==> src/rtl/cla_seq_adder_ctrl_pkg.sv <==
// ============================================================================
// Module      : cla_pkg
// Description : Shared types and constants for the sequential CLA adder.
//               SLICE_W is the width of the one shared adder slice, the
//               cla_state_t enum is the controller state, and cla_idx_w()
//               sizes the nibble-step counter.
// Revision    : 1.0 - initial release
// ============================================================================
`default_nettype none

package cla_pkg;

  localparam int unsigned SLICE_W = 4;

  typedef enum logic [1:0] {
    IDLE = 2'd0,
    RUN  = 2'd1,
    DONE = 2'd2
  } cla_state_t;

  // Width of a counter that indexes nslice nibbles; never narrower than 1 bit.
  function automatic int unsigned cla_idx_w(input int unsigned nslice);
    return (nslice > 1) ? $clog2(nslice) : 1;
  endfunction

endpackage

`default_nettype wire

==> src/rtl/cla_seq_adder_ctrl_if.sv <==
// ============================================================================
// Module      : cla_seq_adder_ctrl_if
// Description : Operand / result handshake bundle of the sequential adder.
//               in_valid/in_ready accept a, b, cin; out_valid/out_ready hand
//               back sum, cout. busy mirrors "operation in flight".
//               Optional macro CLA_SEQ_SUB_EN adds sub (request side) and ovf
//               (result side).
// Ports       : master = requester/consumer side, slave = adder side.
// Revision    : 1.0 - initial release
// ============================================================================
`default_nettype none

interface cla_seq_adder_ctrl_if #(
  parameter int WIDTH = 16
);

  logic             in_valid;
  logic             in_ready;
  logic [WIDTH-1:0] a;
  logic [WIDTH-1:0] b;
  logic             cin;
  logic             out_valid;
  logic             out_ready;
  logic [WIDTH-1:0] sum;
  logic             cout;
  logic             busy;
`ifdef CLA_SEQ_SUB_EN
  logic             sub;
  logic             ovf;
`endif

  modport master (
    output in_valid, a, b, cin, out_ready,
`ifdef CLA_SEQ_SUB_EN
    output sub,
    input  ovf,
`endif
    input  in_ready, out_valid, sum, cout, busy
  );

  modport slave (
    input  in_valid, a, b, cin, out_ready,
`ifdef CLA_SEQ_SUB_EN
    input  sub,
    output ovf,
`endif
    output in_ready, out_valid, sum, cout, busy
  );

endinterface

`default_nettype wire

==> src/rtl/cla_seq_adder_ctrl_cla4_slice.sv <==
// ============================================================================
// Module      : cla4_slice
// Description : Combinational 4-bit carry-lookahead adder in generate /
//               propagate form. All internal carries are flattened sums of
//               products of G, P and ci, so no carry ripples through the slice.
// Ports       : a_i[3:0], b_i[3:0], ci_i  -> s_o[3:0], co_o
// Revision    : 1.0 - initial release
// ============================================================================
`default_nettype none

module cla4_slice (
  input  logic [3:0] a_i,
  input  logic [3:0] b_i,
  input  logic       ci_i,
  output logic [3:0] s_o,
  output logic       co_o
);

  logic [3:0] g_w;
  logic [3:0] p_w;
  logic [3:0] c_w;   // c_w[k] = carry into bit k

  assign g_w = a_i & b_i;
  assign p_w = a_i ^ b_i;

  assign c_w[0] = ci_i;
  assign c_w[1] = g_w[0] | (p_w[0] & ci_i);
  assign c_w[2] = g_w[1] | (p_w[1] & g_w[0]) | (p_w[1] & p_w[0] & ci_i);
  assign c_w[3] = g_w[2] | (p_w[2] & g_w[1]) | (p_w[2] & p_w[1] & g_w[0])
                | (p_w[2] & p_w[1] & p_w[0] & ci_i);

  assign co_o = g_w[3] | (p_w[3] & g_w[2]) | (p_w[3] & p_w[2] & g_w[1])
              | (p_w[3] & p_w[2] & p_w[1] & g_w[0])
              | (p_w[3] & p_w[2] & p_w[1] & p_w[0] & ci_i);

  assign s_o = p_w ^ c_w;

endmodule

`default_nettype wire

==> src/rtl/cla_seq_adder_ctrl.sv <==
// ============================================================================
// Module      : cla_seq_adder_ctrl
// Description : Adds two WIDTH-bit operands by stepping one shared 4-bit CLA
//               slice across them, least-significant nibble first, one nibble
//               per clock. A registered carry links consecutive nibbles.
//               Accept in IDLE -> NSLICE cycles in RUN -> result held in DONE
//               until the consumer takes it.
// Ports       : clk, rst (sync, active high)
//               bus (slave modport): in_valid/in_ready/a/b/cin,
//               out_valid/out_ready/sum/cout, busy
// Config      : CLA_SEQ_SUB_EN - adds sub/ovf; sub=1 computes a - b.
// Revision    : 1.0 - initial release
// ============================================================================
`default_nettype none

module cla_seq_adder_ctrl
  import cla_pkg::*;
#(
  parameter int WIDTH = 16
) (
  input  logic                clk,
  input  logic                rst,
  cla_seq_adder_ctrl_if.slave bus
);

  localparam int unsigned NSLICE = WIDTH / SLICE_W;
  localparam int unsigned IDX_W  = cla_idx_w(NSLICE);
  localparam logic [IDX_W-1:0] LAST_IDX = IDX_W'(NSLICE - 1);

  if ((WIDTH % SLICE_W) != 0 || WIDTH < 8) begin : g_bad_width
    $error("cla_seq_adder_ctrl: WIDTH must be a multiple of 4 and >= 8");
  end

  cla_state_t       state_q, state_d;
  logic [IDX_W-1:0] idx_q,   idx_d;
  logic [WIDTH-1:0] a_q,     a_d;
  logic [WIDTH-1:0] b_q,     b_d;     // already inverted for subtraction
  logic             carry_q, carry_d;
  logic [WIDTH-1:0] sum_q,   sum_d;
  logic             cout_q,  cout_d;
`ifdef CLA_SEQ_SUB_EN
  logic             ovf_q,   ovf_d;
  logic             c_msb_w;          // carry into the top bit of the nibble
`endif

  // Bit offset of the current nibble; {idx,2'b00} == 4*idx for a 4-bit slice.
  logic [IDX_W+1:0] base_w;
  logic [3:0]       slc_a_w;
  logic [3:0]       slc_b_w;
  logic [3:0]       slc_s_w;
  logic             slc_co_w;

  assign base_w  = {idx_q, 2'b00};
  assign slc_a_w = a_q[base_w +: SLICE_W];
  assign slc_b_w = b_q[base_w +: SLICE_W];

  cla4_slice u_slice (
    .a_i  (slc_a_w),
    .b_i  (slc_b_w),
    .ci_i (carry_q),
    .s_o  (slc_s_w),
    .co_o (slc_co_w)
  );

`ifdef CLA_SEQ_SUB_EN
  // s3 = a3 ^ b3 ^ c3, so the carry into bit 3 falls out of the slice result.
  assign c_msb_w = slc_a_w[3] ^ slc_b_w[3] ^ slc_s_w[3];
`endif

  // --------------------------------------------------------------------------
  // Next-state and datapath
  // --------------------------------------------------------------------------
  always_comb begin
    state_d = state_q;
    idx_d   = idx_q;
    a_d     = a_q;
    b_d     = b_q;
    carry_d = carry_q;
    sum_d   = sum_q;
    cout_d  = cout_q;
`ifdef CLA_SEQ_SUB_EN
    ovf_d   = ovf_q;
`endif

    case (state_q)
      IDLE: begin
        if (bus.in_valid) begin
          state_d = RUN;
          idx_d   = '0;
          a_d     = bus.a;
`ifdef CLA_SEQ_SUB_EN
          // a - b == a + ~b + 1; cin is ignored when subtracting.
          b_d     = bus.sub ? ~bus.b : bus.b;
          carry_d = bus.sub ? 1'b1   : bus.cin;
`else
          b_d     = bus.b;
          carry_d = bus.cin;
`endif
        end
      end

      RUN: begin
        sum_d[base_w +: SLICE_W] = slc_s_w;
        carry_d = slc_co_w;
        if (idx_q == LAST_IDX) begin
          state_d = DONE;
          idx_d   = '0;
          cout_d  = slc_co_w;
`ifdef CLA_SEQ_SUB_EN
          ovf_d   = c_msb_w ^ slc_co_w;
`endif
        end else begin
          idx_d = idx_q + IDX_W'(1);
        end
      end

      DONE: begin
        if (bus.out_ready) begin
          state_d = IDLE;
        end
      end

      default: begin
        state_d = IDLE;
      end
    endcase
  end

  // --------------------------------------------------------------------------
  // State registers
  // --------------------------------------------------------------------------
  always_ff @(posedge clk) begin
    if (rst) begin
      state_q <= IDLE;
      idx_q   <= '0;
      a_q     <= '0;
      b_q     <= '0;
      carry_q <= 1'b0;
      sum_q   <= '0;
      cout_q  <= 1'b0;
`ifdef CLA_SEQ_SUB_EN
      ovf_q   <= 1'b0;
`endif
    end else begin
      state_q <= state_d;
      idx_q   <= idx_d;
      a_q     <= a_d;
      b_q     <= b_d;
      carry_q <= carry_d;
      sum_q   <= sum_d;
      cout_q  <= cout_d;
`ifdef CLA_SEQ_SUB_EN
      ovf_q   <= ovf_d;
`endif
    end
  end

  // --------------------------------------------------------------------------
  // Outputs
  // --------------------------------------------------------------------------
  assign bus.in_ready  = (state_q == IDLE);
  assign bus.out_valid = (state_q == DONE);
  assign bus.busy      = (state_q != IDLE);
  assign bus.sum       = sum_q;
  assign bus.cout      = cout_q;
`ifdef CLA_SEQ_SUB_EN
  assign bus.ovf       = ovf_q;
`endif

endmodule

`default_nettype wire

==> src/flat_wrapper.sv <==
// flat-port wrapper written by rule: the top's interface ports become plain ports
module cla_seq_adder_ctrl_flat import cla_pkg::*;
#(
  parameter int WIDTH = 16
)
  (clk, rst, bus_in_valid, bus_a, bus_b, bus_cin, bus_out_ready, bus_in_ready, bus_out_valid, bus_sum, bus_cout, bus_busy);
  cla_seq_adder_ctrl_if #(.WIDTH(WIDTH)) bus_i ();
  input  logic clk;
  input  logic rst;
  input wire logic [$bits(bus_i.in_valid)-1:0] bus_in_valid;
  input wire logic [$bits(bus_i.a)-1:0] bus_a;
  input wire logic [$bits(bus_i.b)-1:0] bus_b;
  input wire logic [$bits(bus_i.cin)-1:0] bus_cin;
  input wire logic [$bits(bus_i.out_ready)-1:0] bus_out_ready;
  output wire logic [$bits(bus_i.in_ready)-1:0] bus_in_ready;
  output wire logic [$bits(bus_i.out_valid)-1:0] bus_out_valid;
  output wire logic [$bits(bus_i.sum)-1:0] bus_sum;
  output wire logic [$bits(bus_i.cout)-1:0] bus_cout;
  output wire logic [$bits(bus_i.busy)-1:0] bus_busy;
  assign bus_i.in_valid = bus_in_valid;
  assign bus_i.a = bus_a;
  assign bus_i.b = bus_b;
  assign bus_i.cin = bus_cin;
  assign bus_i.out_ready = bus_out_ready;
  assign bus_in_ready = bus_i.in_ready;
  assign bus_out_valid = bus_i.out_valid;
  assign bus_sum = bus_i.sum;
  assign bus_cout = bus_i.cout;
  assign bus_busy = bus_i.busy;
  cla_seq_adder_ctrl #(.WIDTH(WIDTH)) u_core (.clk(clk), .rst(rst), .bus(bus_i));
endmodule
==> config.mk <==
export PLATFORM = sky130hd
export DESIGN_NAME = cla_seq_adder_ctrl_flat
export DESIGN_NICKNAME = d
export VERILOG_FILES = /design/src/rtl/cla_seq_adder_ctrl_pkg.sv /design/src/rtl/cla_seq_adder_ctrl_if.sv /design/src/rtl/cla_seq_adder_ctrl_cla4_slice.sv /design/src/rtl/cla_seq_adder_ctrl.sv /design/src/flat_wrapper.sv
export SDC_FILE = /design/constraint.sdc
export NUM_CORES = 1
export LEC_CHECK = 0
export BUFFER_PORTS_ARGS = -buffer_cell sky130_fd_sc_hd__buf_2
export CAP_MARGIN = 20
export CORE_ASPECT_RATIO = 1.25
export CORE_MARGIN = 3
export CORE_UTILIZATION = 32
export DETAILED_ROUTE_END_ITERATION = 10
export GPL_ROUTABILITY_DRIVEN = 0
export MAX_ROUTING_LAYER = met4
export SLEW_MARGIN = 40
export SYNTH_ARGS = -nofsm -noshare
export SYNTH_HDL_FRONTEND = slang
export SYNTH_HIERARCHICAL = 1
export SYNTH_SLANG_ARGS = --single-unit
==> constraint.sdc <==
create_clock -name clk -period 2.4 [get_ports clk]
set_input_delay 0.12 -clock clk [delete_from_list [all_inputs] [get_ports clk]]
set_output_delay 0.12 -clock clk [all_outputs]
set_load 0.02 [all_outputs]
==> impl_metrics.toml <==
[status]
run_status = "finished, final reports clean"

[detailed_routing]
vias = 2086
firstDrtPassIters = 4
avgRoutedWirePerCell_um = 12.87
drtIter0Drc = 75
top_layer_used = "met4"
drt-total-wl_um = 5639
met3_length_um = 220
dr_wl_met2_um = 2939
ant_nets = 0
route.detailed.drc = 0
met1_length_um = 2366
viasPerCell = 4.763

[floorplan]
die_x_um = 84.92
floorplan.io_pins = 57
placement_rows = 35
dieHeight_um = 104.6
die_area_sq_um = 8886
initial_core_util = 0.3327
core_area_sq_um = 7488

[critical_path]
reg2reg_to = "u_core/carry_q"
startpoint = "u_core/idx_q[0]"
endpoint = "u_core/carry_q"
worstSetupStartpointType = "flip-flop"
reg2reg_slack_ns = 0.09
required_ns = 2.58
r2r_cells = 9
crit_type = "flip-flop to flip-flop"
crit_fanout = 8
worst_setup_path_end_kind = "flip-flop"
cp_data_arrival_time_ns = 2.49
r2r-start = "u_core/idx_q[0]"

[final_layout]
layout.nets = 392
syn_to_final_growth_pct = 21.65
most-common-layout-cells = "83 x nand2_1, 55 x buf_2, 54 x a21oi_1"
mostFrequentLayoutCell = "nand2_1"
drive_gt1_frac = 0.2803
fin_util = 0.4047
stdcell_count = 438
n_antenna_cell = 0
final_design_area_no_fill_sq_um = 3030

[pwr]
switchingPower_w = 0.0004956
switching_share = 0.2644
p_int_w = 0.001379
power.density_nw_per_um2 = 618.6
clkPwrFrac = 0.335
p_seq_frac = 0.515
peakVddDrop_mv = 0.3439
combPwrFrac = 0.150
leakage_nw = 1.259

[grt]
antenna_found_initial = 0
grt_pass1_vias = 2006
track_usage = 0.1325
grt_start_max_net_pins = 55
grt_pass1_wl_um = 9294
gr-total-overflow = 0

[sta]
finalClockSkew_ns = 0.01100
finalSetupViolations = 0
worst_pin_slew_ns = 0.6174
finalCritPeriodShare = 0.9622
hold_viol = 0
timing.slew.headroom = 0.5879
slew_viol_final = 0
hold-worst-slack_ns = 0.03377
finalCriticalPeriod_ns = 2.309
fmax_ghz = 0.4330
fin_tns_setup_ns = 0

[clock_network]
clk_latency_ns = 0.31
clock_tree.root_cell = "clkbuf_8"
hold_buffers = 0
clkTransAtPathRegs_ns = 0.10
clock_path_buffers = 2
cts.sinks = 54
htree_levels = 2
cts_made_buffers = 5
cts_tree = "yes"

[yosys]
syn_inst = 286
synth-main-ff-cell = "dfxtp_1"
syn_avg_cell_area_sq_um = 8.710
synth_nets = 333
yosysSeqAreaShare = 0.4340
async_flop_share = 0
synth.distinct_cells = 32
synth-seq-cells = 54
yosys_warnings = 6
synth_area_sq_um = 2491
synth_edf_count = 0

[job]
maxCapViolCount = 0

[place]
dp_cells = 428
place_hpwl_um = 4098
placed_cell_area_sq_um = 2875
port_buffers = 56

[worst_hold_path]
hp-class = "primary input to flip-flop"
-- kinds of logic (layout without fill, tap and decap cells) --
family,count (synthesis),count (layout),synth area share
AO/OA/AOI/OAI,59,59,0.1241
XOR/XNOR,3,3,0.01055
adder cells (fa/ha/maj),10,10,0.05324
buffers and inverters,27,87,0.05977
flip-flops,54,54,0.4340
multiplexers,9,9,0.07634
AND/OR/NAND/NOR,124,124,0.2421
-- final cells by class --
| cell class | count | area (sq um) |
|---|---|---|
| fillers | 782 | 4458 |
| multi-input cells | 205 | 1292 |
| flip-flops and latches | 54 | 1085 |
| repair buffers | 71 | 395.4 |
| well taps | 92 | 115.1 |
| clock buffers | 5 | 68.82 |
| clock inverters | 3 | 43.79 |
| inverters | 8 | 30.03 |
-- flip-flops by register name, summed over array words and instances (netlist names) --
name and cells:
u_core/a_q 16, u_core/b_q 16, u_core/bus.cout 1, u_core/bus.sum 16
u_core/carry_q 1, u_core/idx_q 2, u_core/state_q 2
-- routing by layer --
layer | track usage | vias to the layer above
li1 | - | 1084
met1 | 0.1538 | 952
met2 | 0.2245 | 41
met3 | 0.02681 | 9
met4 | 0.04864 | 0
met5 | - | -
-- cell usage after synthesis, types with 3 or more instances --
cell type,count,area (sq um)
nand2_1,83,311.6
a21oi_1,54,270.3
dfxtp_1,54,1081
nand3_1,16,80.08
ha_1,9,112.6
inv_1,8,30.03
mux4_2,8,180.2
clkbuf_1,6,22.52
buf_2,5,25.02
buf_6,5,56.30
nand3b_1,5,37.54
and3b_1,4,35.03
a21o_1,3,22.52
-- critical path, cell delays in order (launching register included) --
cell and delay (ns):
dfxtp_4 0.42, buf_4 0.13, mux4_2 0.49, ha_1 0.24, a21o_1 0.16, a31o_1 0.21
a21o_1 0.17, nand2b_1 0.13, a21oi_1 0.16, nor3_1 0.07
-- repair_timing --
action,in CTS,in global routing
pin swaps,0,4
buffers inserted,0,2
resized for setup,1,2
endpoints found under the setup margin,1,5
-- worst min-delay path by stage --
stage	startpoint	end	depth (start not counted)
after global routing	bus_b[11]	u_core/b_q[11]	3
after CTS	bus_b[11]	u_core/b_q[11]	3
after floorplan	bus_a[0]	u_core/a_q[0]	2
final	bus_b[11]	u_core/b_q[11]	3
after global placement	bus_b[11]	u_core/b_q[11]	3
after detailed placement	bus_b[11]	u_core/b_q[11]	3
-- metrics by stage --
step | worst slack (ns) | total power (W)
after detailed placement | -0.01555 | 0.001264
after global routing | -0.004963 | 0.001969
after global placement | 0.02573 | 0.001259
final | 0.09062 | 0.001874
after CTS | 0.02038 | 0.001886
after floorplan | 0.003942 | 0.001166
-- power by group through the flow --
stage          logic (W)  clock network [W]  registers (W)
2_1_floorplan   0.000192                  0       0.000974
3_3_place_gp    0.000272                  0       0.000987
3_5_place_dp    0.000276                  0       0.000987
4_1_cts         0.000277           0.000643       0.000966
5_1_grt         0.000316           0.000682       0.000971
6_report        0.000282           0.000628       0.000965
No activity file was read; power rests on OpenSTA's default activity.
